===== config.mk =====
export PLATFORM = sky130hd
export DESIGN_NAME = i2c_touch_sequencer
export DESIGN_NICKNAME = d
export VERILOG_FILES = /design/src/rtl/i2c_pkg.sv /design/src/rtl/seq_down_counter.sv /design/src/rtl/i2c_touch_sequencer.sv
export SDC_FILE = /design/constraint.sdc
export NUM_CORES = 1
export LEC_CHECK = 0
export BUFFER_PORTS_ARGS = -buffer_cell sky130_fd_sc_hd__buf_2
export CAP_MARGIN = 20
export CORE_ASPECT_RATIO = 1.4
export CORE_UTILIZATION = 50
export DETAILED_ROUTE_END_ITERATION = 12
export GPL_TIMING_DRIVEN = 1
export PLACE_DENSITY = 0.87
export SYNTH_ARGS = -nofsm -noshare
export SYNTH_HDL_FRONTEND = slang
export SYNTH_HIERARCHICAL = 1
export SYNTH_SLANG_ARGS = --single-unit

===== constraint.sdc =====
create_clock -name clk -period 9.38 [get_ports clk]
set_input_delay 1.876 -clock clk [delete_from_list [all_inputs] [get_ports clk]]
set_output_delay 1.876 -clock clk [all_outputs]
set_load 0.02 [all_outputs]

===== src/rtl/i2c_pkg.sv =====
// Shared definitions for the I2C touch-controller sequencer.
// Contents: sequencer state enum, slave register addresses, and the bit
// position of the idle flag in the control/status register.
package i2c_pkg;

  typedef enum logic [3:0] {
    StIdle,
    StWrDvsr,
    StWrBen,
    StWrCmd,
    StSettleW,
    StPollA,
    StPollS,
    StRdA,
    StRdS,
    StPush,
    StDone,
    StErr
  } seq_state_e;

  localparam logic [1:0] I2C_ADDR_DATA = 2'd0;
  localparam logic [1:0] I2C_ADDR_CTRL = 2'd1;
  localparam logic [1:0] I2C_ADDR_BEN  = 2'd2;
  localparam logic [1:0] I2C_ADDR_DVSR = 2'd3;

  localparam int unsigned I2C_IDLE_BIT = 19;

endpackage


===== src/rtl/seq_down_counter.sv =====
// Loadable down-counter with a zero flag.
// Ports:
//   clk, reset - clock, asynchronous active-high reset (count clears to 0)
//   load       - load load_val (has priority over dec)
//   load_val   - value to load
//   dec        - decrement by one; saturates at zero
//   zero       - count is zero
module seq_down_counter #(
  parameter int unsigned Width = 4
) (
  input  logic             clk,
  input  logic             reset,
  input  logic             load,
  input  logic [Width-1:0] load_val,
  input  logic             dec,
  output logic             zero
);

  logic [Width-1:0] cnt_q;

  always_ff @(posedge clk or posedge reset) begin
    if (reset) begin
      cnt_q <= '0;
    end else if (load) begin
      cnt_q <= load_val;
    end else if (dec && (cnt_q != '0)) begin
      cnt_q <= cnt_q - 1'b1;
    end
  end

  assign zero = (cnt_q == '0);

endmodule


===== src/rtl/i2c_touch_sequencer.sv =====
// Autonomous bus master for the I2C touch-controller slave. On trig it writes
// the divisor and byte-enable registers, then runs NUM_READS command/poll/read
// transactions and streams each 32-bit result on a valid/ready port.
// Ports:
//   clk, reset            - clock, asynchronous active-high reset
//   trig                  - start pulse, accepted only when idle
//   busy, done, error     - status (done/error are one-cycle pulses)
//   m_chipselect, m_write - bus strobes (write states only)
//   m_address, m_writedata, m_readdata - slave register bus
//   res_valid, res_data, res_ready     - result stream
// All outputs are registered: next-cycle outputs are decoded from the next
// state, so every strobe lines up exactly with its state.
module i2c_touch_sequencer
  import i2c_pkg::*;
#(
  parameter logic [15:0] DVSR       = 16'd250,
  parameter logic [1:0]  BEN        = 2'b11,
  parameter logic [31:0] CMD_BASE   = 32'h0000_0000,
  parameter int unsigned NUM_READS  = 4,
  parameter int unsigned SETTLE     = 4,
  parameter int unsigned POLL_LIMIT = 4096
) (
  input  logic        clk,
  input  logic        reset,
  input  logic        trig,
  output logic        busy,
  output logic        done,
  output logic        error,
  output logic        m_chipselect,
  output logic        m_write,
  output logic [1:0]  m_address,
  output logic [31:0] m_writedata,
  input  logic [31:0] m_readdata,
  output logic        res_valid,
  output logic [31:0] res_data,
  input  logic        res_ready
);

  localparam int unsigned KW = (NUM_READS > 1) ? $clog2(NUM_READS) : 1;
  localparam int unsigned SW = $clog2(SETTLE + 1);
  localparam int unsigned PW = $clog2(POLL_LIMIT + 1);
  localparam logic [KW-1:0] KLast = KW'(NUM_READS - 1);

  seq_state_e state_q, state_d;
  logic [KW-1:0] k_q, k_d;
  logic        busy_q, busy_d, done_q, done_d, error_q, error_d;
  logic        cs_q, cs_d, we_q, we_d, valid_q, valid_d;
  logic [1:0]  addr_q, addr_d;
  logic [31:0] wdata_q, wdata_d, rdata_q, rdata_d;

  logic settle_load, settle_dec, settle_zero;
  logic poll_load, poll_dec, poll_zero;

  // Both counters are loaded with N-1 and the exit happens on zero, so the
  // settle wait lasts SETTLE cycles and the poll loop takes POLL_LIMIT samples.
  seq_down_counter #(.Width(SW)) u_settle_cnt (
    .clk      (clk),
    .reset    (reset),
    .load     (settle_load),
    .load_val (SW'(SETTLE - 1)),
    .dec      (settle_dec),
    .zero     (settle_zero)
  );

  seq_down_counter #(.Width(PW)) u_poll_cnt (
    .clk      (clk),
    .reset    (reset),
    .load     (poll_load),
    .load_val (PW'(POLL_LIMIT - 1)),
    .dec      (poll_dec),
    .zero     (poll_zero)
  );

  always_ff @(posedge clk or posedge reset) begin
    if (reset) begin
      state_q <= StIdle;
      k_q     <= '0;
      busy_q  <= 1'b0;
      done_q  <= 1'b0;
      error_q <= 1'b0;
      cs_q    <= 1'b0;
      we_q    <= 1'b0;
      valid_q <= 1'b0;
      addr_q  <= '0;
      wdata_q <= '0;
      rdata_q <= '0;
    end else begin
      state_q <= state_d;
      k_q     <= k_d;
      busy_q  <= busy_d;
      done_q  <= done_d;
      error_q <= error_d;
      cs_q    <= cs_d;
      we_q    <= we_d;
      valid_q <= valid_d;
      addr_q  <= addr_d;
      wdata_q <= wdata_d;
      rdata_q <= rdata_d;
    end
  end

  // Next-state logic.
  always_comb begin
    state_d     = state_q;
    k_d         = k_q;
    rdata_d     = rdata_q;
    settle_load = 1'b0;
    settle_dec  = 1'b0;
    poll_load   = 1'b0;
    poll_dec    = 1'b0;
    unique case (state_q)
      StIdle: begin
        if (trig) begin
          state_d = StWrDvsr;
          k_d     = '0;
        end
      end
      StWrDvsr: state_d = StWrBen;
      StWrBen:  state_d = StWrCmd;
      StWrCmd: begin
        settle_load = 1'b1;
        state_d     = StSettleW;
      end
      StSettleW: begin
        if (settle_zero) begin
          poll_load = 1'b1;
          state_d   = StPollA;
        end else begin
          settle_dec = 1'b1;
        end
      end
      StPollA: state_d = StPollS;
      StPollS: begin
        if (m_readdata[I2C_IDLE_BIT]) begin
          state_d = StRdA;
        end else if (poll_zero) begin
          state_d = StErr;
        end else begin
          poll_dec = 1'b1;
          state_d  = StPollA;
        end
      end
      StRdA: state_d = StRdS;
      StRdS: begin
        rdata_d = m_readdata;
        state_d = StPush;
      end
      StPush: begin
        if (valid_q && res_ready) begin
          if (k_q == KLast) begin
            state_d = StDone;
          end else begin
            k_d     = k_q + 1'b1;
            state_d = StWrCmd;
          end
        end
      end
      StDone:  state_d = StIdle;
      StErr:   state_d = StIdle;
      default: state_d = StIdle;
    endcase
  end

  // Registered-output decode from the next state.
  always_comb begin
    busy_d  = (state_d != StIdle);
    done_d  = (state_d == StDone);
    error_d = (state_d == StErr);
    valid_d = (state_d == StPush);
    cs_d    = 1'b0;
    we_d    = 1'b0;
    addr_d  = addr_q;
    wdata_d = wdata_q;
    unique case (state_d)
      StWrDvsr: begin
        cs_d    = 1'b1;
        we_d    = 1'b1;
        addr_d  = I2C_ADDR_DVSR;
        wdata_d = {16'b0, DVSR};
      end
      StWrBen: begin
        cs_d    = 1'b1;
        we_d    = 1'b1;
        addr_d  = I2C_ADDR_BEN;
        wdata_d = {30'b0, BEN};
      end
      StWrCmd: begin
        cs_d    = 1'b1;
        we_d    = 1'b1;
        addr_d  = I2C_ADDR_DATA;
        wdata_d = CMD_BASE + 32'(k_d);
      end
      // Reads are address-only: the slave decodes m_address without a select.
      StPollA, StPollS: addr_d = I2C_ADDR_CTRL;
      StRdA, StRdS:     addr_d = I2C_ADDR_DATA;
      default: ;
    endcase
  end

  assign busy         = busy_q;
  assign done         = done_q;
  assign error        = error_q;
  assign m_chipselect = cs_q;
  assign m_write      = we_q;
  assign m_address    = addr_q;
  assign m_writedata  = wdata_q;
  assign res_valid    = valid_q;
  assign res_data     = rdata_q;

endmodule


==> flow_metrics.py, run 1 <==
metrics = {
    "clock_network": {
        "ctsHoldBuffers": 0,
        "cts.sinks": 64,
        "htreeDepth": 3,
        "cts_buffer_depth": 2,
        "cts_tree": "built",
        "clockRootBuffer": "clkbuf_8",
        "clk_pin_slew_ps": 70,
        "cts-buffers-inserted": 9,
        "postCtsSetupBuffers": 0,
        "ctsResizeCount": 0,
        "clk_latency_ps": 340,
    },
    "place": {
        "port_buffers": 82,
        "place_congestion": 0.861,
        "dp_hpwl_um": 5060,
        "place_area_um2": 3860,
    },
    "floorplan": {
        "die_h_um": 101,
        "ioPinCount": 108,
        "start_util_pct": 52.1,
        "die_w_um": 72.4,
        "std_cell_rows": 35,
        "coreArea_um2": 6660,
        "die_area_um2": 7280,
    },
    "sta": {
        "holdWs_ps": 501,
        "slew_violations": 0,
        "fin_tns_setup_ps": 0,
        "setup_viol_count_final": 0,
        "skew_ps": 7.91,
        "period_share_pct": 41.8,
        "fmax_mhz": 255,
        "finalHoldViolCount": 0,
        "min_period_ps": 3920,
        "tightestPinTransition_ps": 1070,
        "rsz0062_at_grt": "false",
        "relSlewSlack_pct": 28.2,
    },
    "drt": {
        "drt_iter0_drc": 65,
        "first_pass_iters": 4,
        "via_per_inst": 5.08,
        "wl_um": 6840,
        "num_vias": 2504,
        "drt_drc_violations_left": 0,
        "postRouteAntennaNets": 0,
        "wl_per_cell_um": 13.9,
    },
    "pwr": {
        "p_leak_nw": 1.98,
        "powerDensity_nw_per_um2": 340,
        "ir_worst_vdd_uv": 196,
        "finalPower_mw": 1.39,
    },
    "finish": {
        "nets": 436,
        "final_util_pct": 61.3,
        "seq_area_um2": 1600,
        "areaGrowthSynthToFinish_pct": 17.6,
        "fillers": 539,
        "diodes": 0,
        "layout-drive-gt1-share_pct": 40.4,
        "stdcell_area_um2": 4080,
        "multi_input_area_um2": 1660,
    },
    "synth": {
        "synth_async_sr_flop_share_pct": 100,
        "synth-edff-count": 0,
        "syn_inst": 302,
        "ys_ff_latch": 64,
        "synthesis.area_um2": 3470,
        "yosysSeqAreaShare_pct": 46.2,
        "ys_types": 70,
        "syn_area_per_cell_um2": 11.5,
        "yosysWarnings": 6,
        "synth_ff_type": "dfrtp_1",
    },
    "worst_setup_path": {
        "cp-end-kind": "register",
        "worst_ep_arrival_time_ps": 4150,
        "timing_worst_setup_path_type": "input port to register",
        "startpoint_type": "input port",
        "crit_fanout": 9,
        "worstPathRequired_ps": 9610,
    },
    "global_routing": {
        "busiest_layer": "met2",
        "antenna_found_initial": 0,
        "grt_use_total_pct": 20.5,
        "grt_max_degree": 49,
        "grt_use_met1_pct": 23.0,
        "grt_pass1_wl_um": 11500,
        "overflow": 0,
        "grt_pass1_vias": 2600,
        "met2_usage_pct": 35.4,
        "grt_util_met3_pct": 4.10,
    },
    "worst_hold_path": {
        "hold_path.class": "register to register",
    },
    "flow_run": {
        "cap_viol_max_count": 0,
    },
    "run_status": {
        "outcome": "complete, no violations",
    },
}
-- stage by stage --
stage,cells,setup WS [ps]
2_1_floorplan,341,5550
3_3_place_gp,476,5260
3_5_place_dp,476,5110
4_1_cts,492,5500
5_1_grt,493,5290
6_report,493,5460
-- power by group --
| group | internal, mW | switching [mW] | total, mW |
|---|---|---|---|
| logic | 0.278 | 0.356 | 0.635 |
| clock network | 0.130 | 0.107 | 0.236 |
| registers | 0.392 | 0.125 | 0.517 |
| total | 0.800 | 0.589 | 1.39 |
-- routing by layer --
metal | part of all wire, % | vias up | routed length [um]
li1 | - | 1195 | -
met1 | 39 | 1218 | 2690
met2 | 54 | 74 | 3720
met3 | 3.8 | 17 | 259
met4 | 2.4 | 0 | 163
met5 | 0 | - | 0
-- synthesized netlist by cell type (2+ instances only) --
cell | count | area share [%]
nand4bb_1 | 2 | 0.65
nand2_1 | 17 | 1.8
conb_1 | 2 | 0.22
o21ai_0 | 5 | 0.72
buf_4 | 32 | 6.9
buf_6 | 3 | 0.97
nor2_2 | 2 | 0.36
nor4b_1 | 4 | 1.0
o31a_1 | 4 | 1.0
inv_1 | 14 | 1.5
clkbuf_1 | 3 | 0.32
ha_1 | 4 | 1.4
nand2b_1 | 9 | 1.6
dfrtp_1 | 64 | 46
a21oi_1 | 15 | 2.2
nor4_4 | 2 | 1.2
a221o_1 | 3 | 0.87
nor2b_1 | 4 | 0.72
o22ai_1 | 2 | 0.36
a31oi_1 | 2 | 0.36
mux2_2 | 33 | 11
o21ai_1 | 2 | 0.29
nor4_1 | 5 | 0.90
buf_2 | 3 | 0.43
xnor2_1 | 3 | 0.76
nand3_1 | 2 | 0.29
nor2_1 | 14 | 1.5
nor3b_1 | 3 | 0.65
mux2i_1 | 2 | 0.58
or3_1 | 2 | 0.36
-- flip-flops by register name (all words and copies together) (netlist names), 2 cells and up --
register,cells
k_q,2
res_data,32
state_q,4
u_settle_cnt/cnt_q,3
u_poll_cnt/cnt_q,13
m_writedata,3
m_address,2
-- logic make-up after synthesis --
family	count (synthesis)	synth area share (%)
fa+ha+maj	4	1.44
buf+inv	56	10.3
flops	64	46.2
xor+xnor	4	1.01
other cells	2	0.216
simple gates	85	16.9
compound gates	52	12.7
mux	35	11.3
-- critical path, cell delays in order --
cell and delay [ps]:
buf_2 120, nor4_1 890, or4b_4 590, a211oi_2 260, a21oi_1 120, o31a_1 300
-- final cells by class --
| type | instances | area share [%] |
|---|---|---|
| multi-input combinational | 221 | 40.8 |
| sequential | 64 | 39.3 |
| timing repair buffer | 85 | 10.9 |
| clock buffer | 11 | 3.47 |
| tap | 92 | 2.82 |
| clock inverter | 5 | 1.38 |
| inverter | 15 | 1.38 |
-- path summary, 6_finish.rpt --
check	startpoint	endpoint	slack (ps)	depth (start not counted)
setup / recovery	m_readdata[19]	u_poll_cnt/cnt_q[11]	5460	6
hold / removal	res_data[5]	res_data[5]	500	1
setup reg to reg	u_poll_cnt/cnt_q[0]	u_poll_cnt/cnt_q[11]	5850	10
hold reg to reg	res_data[5]	res_data[5]	500	1
max in group asynchronous	reset	u_poll_cnt/cnt_q[6]	7440	2
min in group asynchronous	reset	u_settle_cnt/cnt_q[1]	1420	2
-- placed cells by master (no fill, tap or decap), types with 9 or more instances in the layout --
| master | instances |
|---|---|
| inv_1 | 13 |
| nand2b_1 | 9 |
| clkbuf_8 | 10 |
| mux2_2 | 33 |
| dfrtp_1 | 64 |
| nand2_1 | 17 |
| a21oi_1 | 15 |
| nor2_1 | 14 |
| buf_2 | 82 |
| conb_1 | 41 |
Note: power is estimated with default switching activity, not from simulation.
==> inputs of run 2 (changes only) <==
Clock period 9.38 ns to 3.69 ns, I/O delays scaled along.
==> run 2 against run 1 <==
Effect of this change: wire length down 1.6%; flip-flop and latch count unchanged; count of clock-buffer cells in the layout down 2; hold slack worse by 220 ps.
==> flow_metrics.py, run 2 (synthesis gave the netlist of run 1 again) <==
metrics = {
    "run_status": {
        "outcome": "complete, no violations",
    },
    "worst_setup_path": {
        "slowest_stage": "or4b_4",
        "crit_fanout": 9,
        "reg2reg_to": "u_poll_cnt/cnt_q[11]",
        "cp-end-kind": "register",
        "rrSetupSlack_ps": 740,
        "crit_top_cell": "inv_1",
        "setup.worst_path.start": "u_poll_cnt/cnt_q[0]",
        "startpoint_type": "register",
        "crit_buf_inv": 3,
        "worstPathRequired_ps": 3920,
        "max_stage_delay_ps": 500,
        "timing_worst_setup_path_type": "register to register",
        "reg2reg_from": "u_poll_cnt/cnt_q[0]",
        "reg2reg_depth": 11,
        "crit_chain": "inv_1 -> ha_1 -> nor3b_2 -> nand4b_4 -> inv_1 -> nor4_1 -> buf_4 -> or4b_4 -> a211oi_2 -> a21oi_1 -> o31a_1",
        "crit_end": "u_poll_cnt/cnt_q[11]",
        "worst-path-stages": 11,
        "worst_ep_arrival_time_ps": 3180,
        "cpLargestDelayFamily": "simple AND/OR/NAND/NOR gates",
    },
    "finish": {
        "stdcell_area_um2": 4050,
        "final_cell_mix": "buf_2, dfrtp_1, conb_1",
        "fillers": 555,
        "layout_commonest_cell": "buf_2",
        "instances_no_fill": 493,
        "layout-drive-gt1-share_pct": 40.6,
        "largest_reg_flops": 32,
        "areaGrowthSynthToFinish_pct": 16.7,
        "final_util_pct": 60.8,
        "nets": 436,
        "diodes": 0,
    },
    "sta": {
        "finalHoldViolCount": 0,
        "fin_tns_setup_ps": 0,
        "rsz0062_at_grt": "false",
        "holdWs_ps": 281,
        "period_share_pct": 79.9,
        "min_period_ps": 2950,
        "skew_ps": 10.1,
        "relSlewSlack_pct": 35.8,
        "setup_viol_count_final": 0,
        "fmax_mhz": 339,
        "finalWorstSetupSlack_ps": 741,
        "tightestPinTransition_ps": 962,
        "slew_violations": 0,
    },
    "global_routing": {
        "overflow": 0,
        "antenna_found_initial": 0,
        "grt_pass1_wl_um": 11100,
        "grt_pass1_vias": 2501,
        "grt_max_degree": 49,
        "grt_use_total_pct": 19.5,
    },
    "clock_network": {
        "postCtsSetupBuffers": 0,
        "ctsResizeCount": 0,
        "ctsHoldBuffers": 0,
        "clk_pin_slew_ps": 80,
        "cts_tree": "built",
        "htreeDepth": 3,
        "cts_buffer_depth": 2,
        "cts-buffers-inserted": 9,
        "clockRootBuffer": "clkbuf_8",
        "cts.sinks": 64,
        "clk_latency_ps": 340,
    },
    "drt": {
        "postRouteAntennaNets": 0,
        "via_per_inst": 5.09,
        "drt_drc_violations_left": 0,
        "wl_per_cell_um": 13.6,
        "drt_iter0_drc": 126,
        "wl_um": 6730,
        "first_pass_iters": 4,
        "num_vias": 2508,
    },
    "pwr": {
        "p_comb_share_pct": 46.6,
        "p_switching_mw": 1.52,
        "p_int_mw": 1.95,
        "p_leak_nw": 1.96,
        "p_seq_share_pct": 37.8,
        "swShare_pct": 43.8,
        "finalPower_mw": 3.47,
        "pwr-share-clk_pct": 15.6,
        "powerDensity_nw_per_um2": 857,
        "ir_worst_vdd_uv": 680,
    },
    "floorplan": {
        "die_w_um": 72.4,
        "die_h_um": 101,
        "std_cell_rows": 35,
        "die_area_um2": 7280,
        "coreArea_um2": 6660,
        "start_util_pct": 52.1,
        "ioPinCount": 108,
    },
    "flow_run": {
        "cap_viol_max_count": 0,
    },
    "place": {
        "place_congestion": 0.906,
        "dp.cells": 477,
        "preCtsSetupSlack_ps": 776,
        "place_area_um2": 3870,
        "dp_hpwl_um": 4860,
        "port_buffers": 82,
    },
    "worst_hold_path": {
        "hold_path.class": "input port to asynchronous set/reset pin",
    },
}
==> run 2: worst min path at each step <==
stage                 from                     to  slack (ps)  cells after the start
6_report             reset  u_settle_cnt/cnt_q[1]         280                      2
5_1_grt              reset  u_settle_cnt/cnt_q[0]         300                      2
4_1_cts              reset  u_settle_cnt/cnt_q[2]         280                      2
3_5_place_dp   res_data[4]            res_data[4]         490                      1
3_3_place_gp   res_data[3]            res_data[3]         490                      1
2_1_floorplan        reset  u_settle_cnt/cnt_q[0]         490                      1
==> run 2: cell type report <==
cell class	count	area (um^2)	share of cell area [%]
multi-input combinational	221	1660	41.1
timing repair buffer	85	433	10.7
inverter	15	56.3	1.39
clock inverter	7	53.8	1.33
tap	92	115	2.84
clock buffer	9	124	3.06
sequential	64	1600	39.6
==> run 2: per-layer routing <==
metal	track usage (%)	wire, um
met5	0	0
met4	7.69	108
met3	5.10	328
met2	34.3	3590
met1	22.4	2700
==> run 2: power groups by stage <==
| stage | Sequential, mW | Combinational, mW | Clock [mW] |
|---|---|---|---|
| after global routing | 1.35 | 1.75 | 0.583 |
| after CTS | 1.31 | 1.63 | 0.555 |
| after detailed placement | 1.31 | 1.61 | 0 |
| final | 1.31 | 1.62 | 0.541 |
| after global placement | 1.29 | 1.55 | 0 |
| after floorplan | 1.43 | 1.13 | 0 |
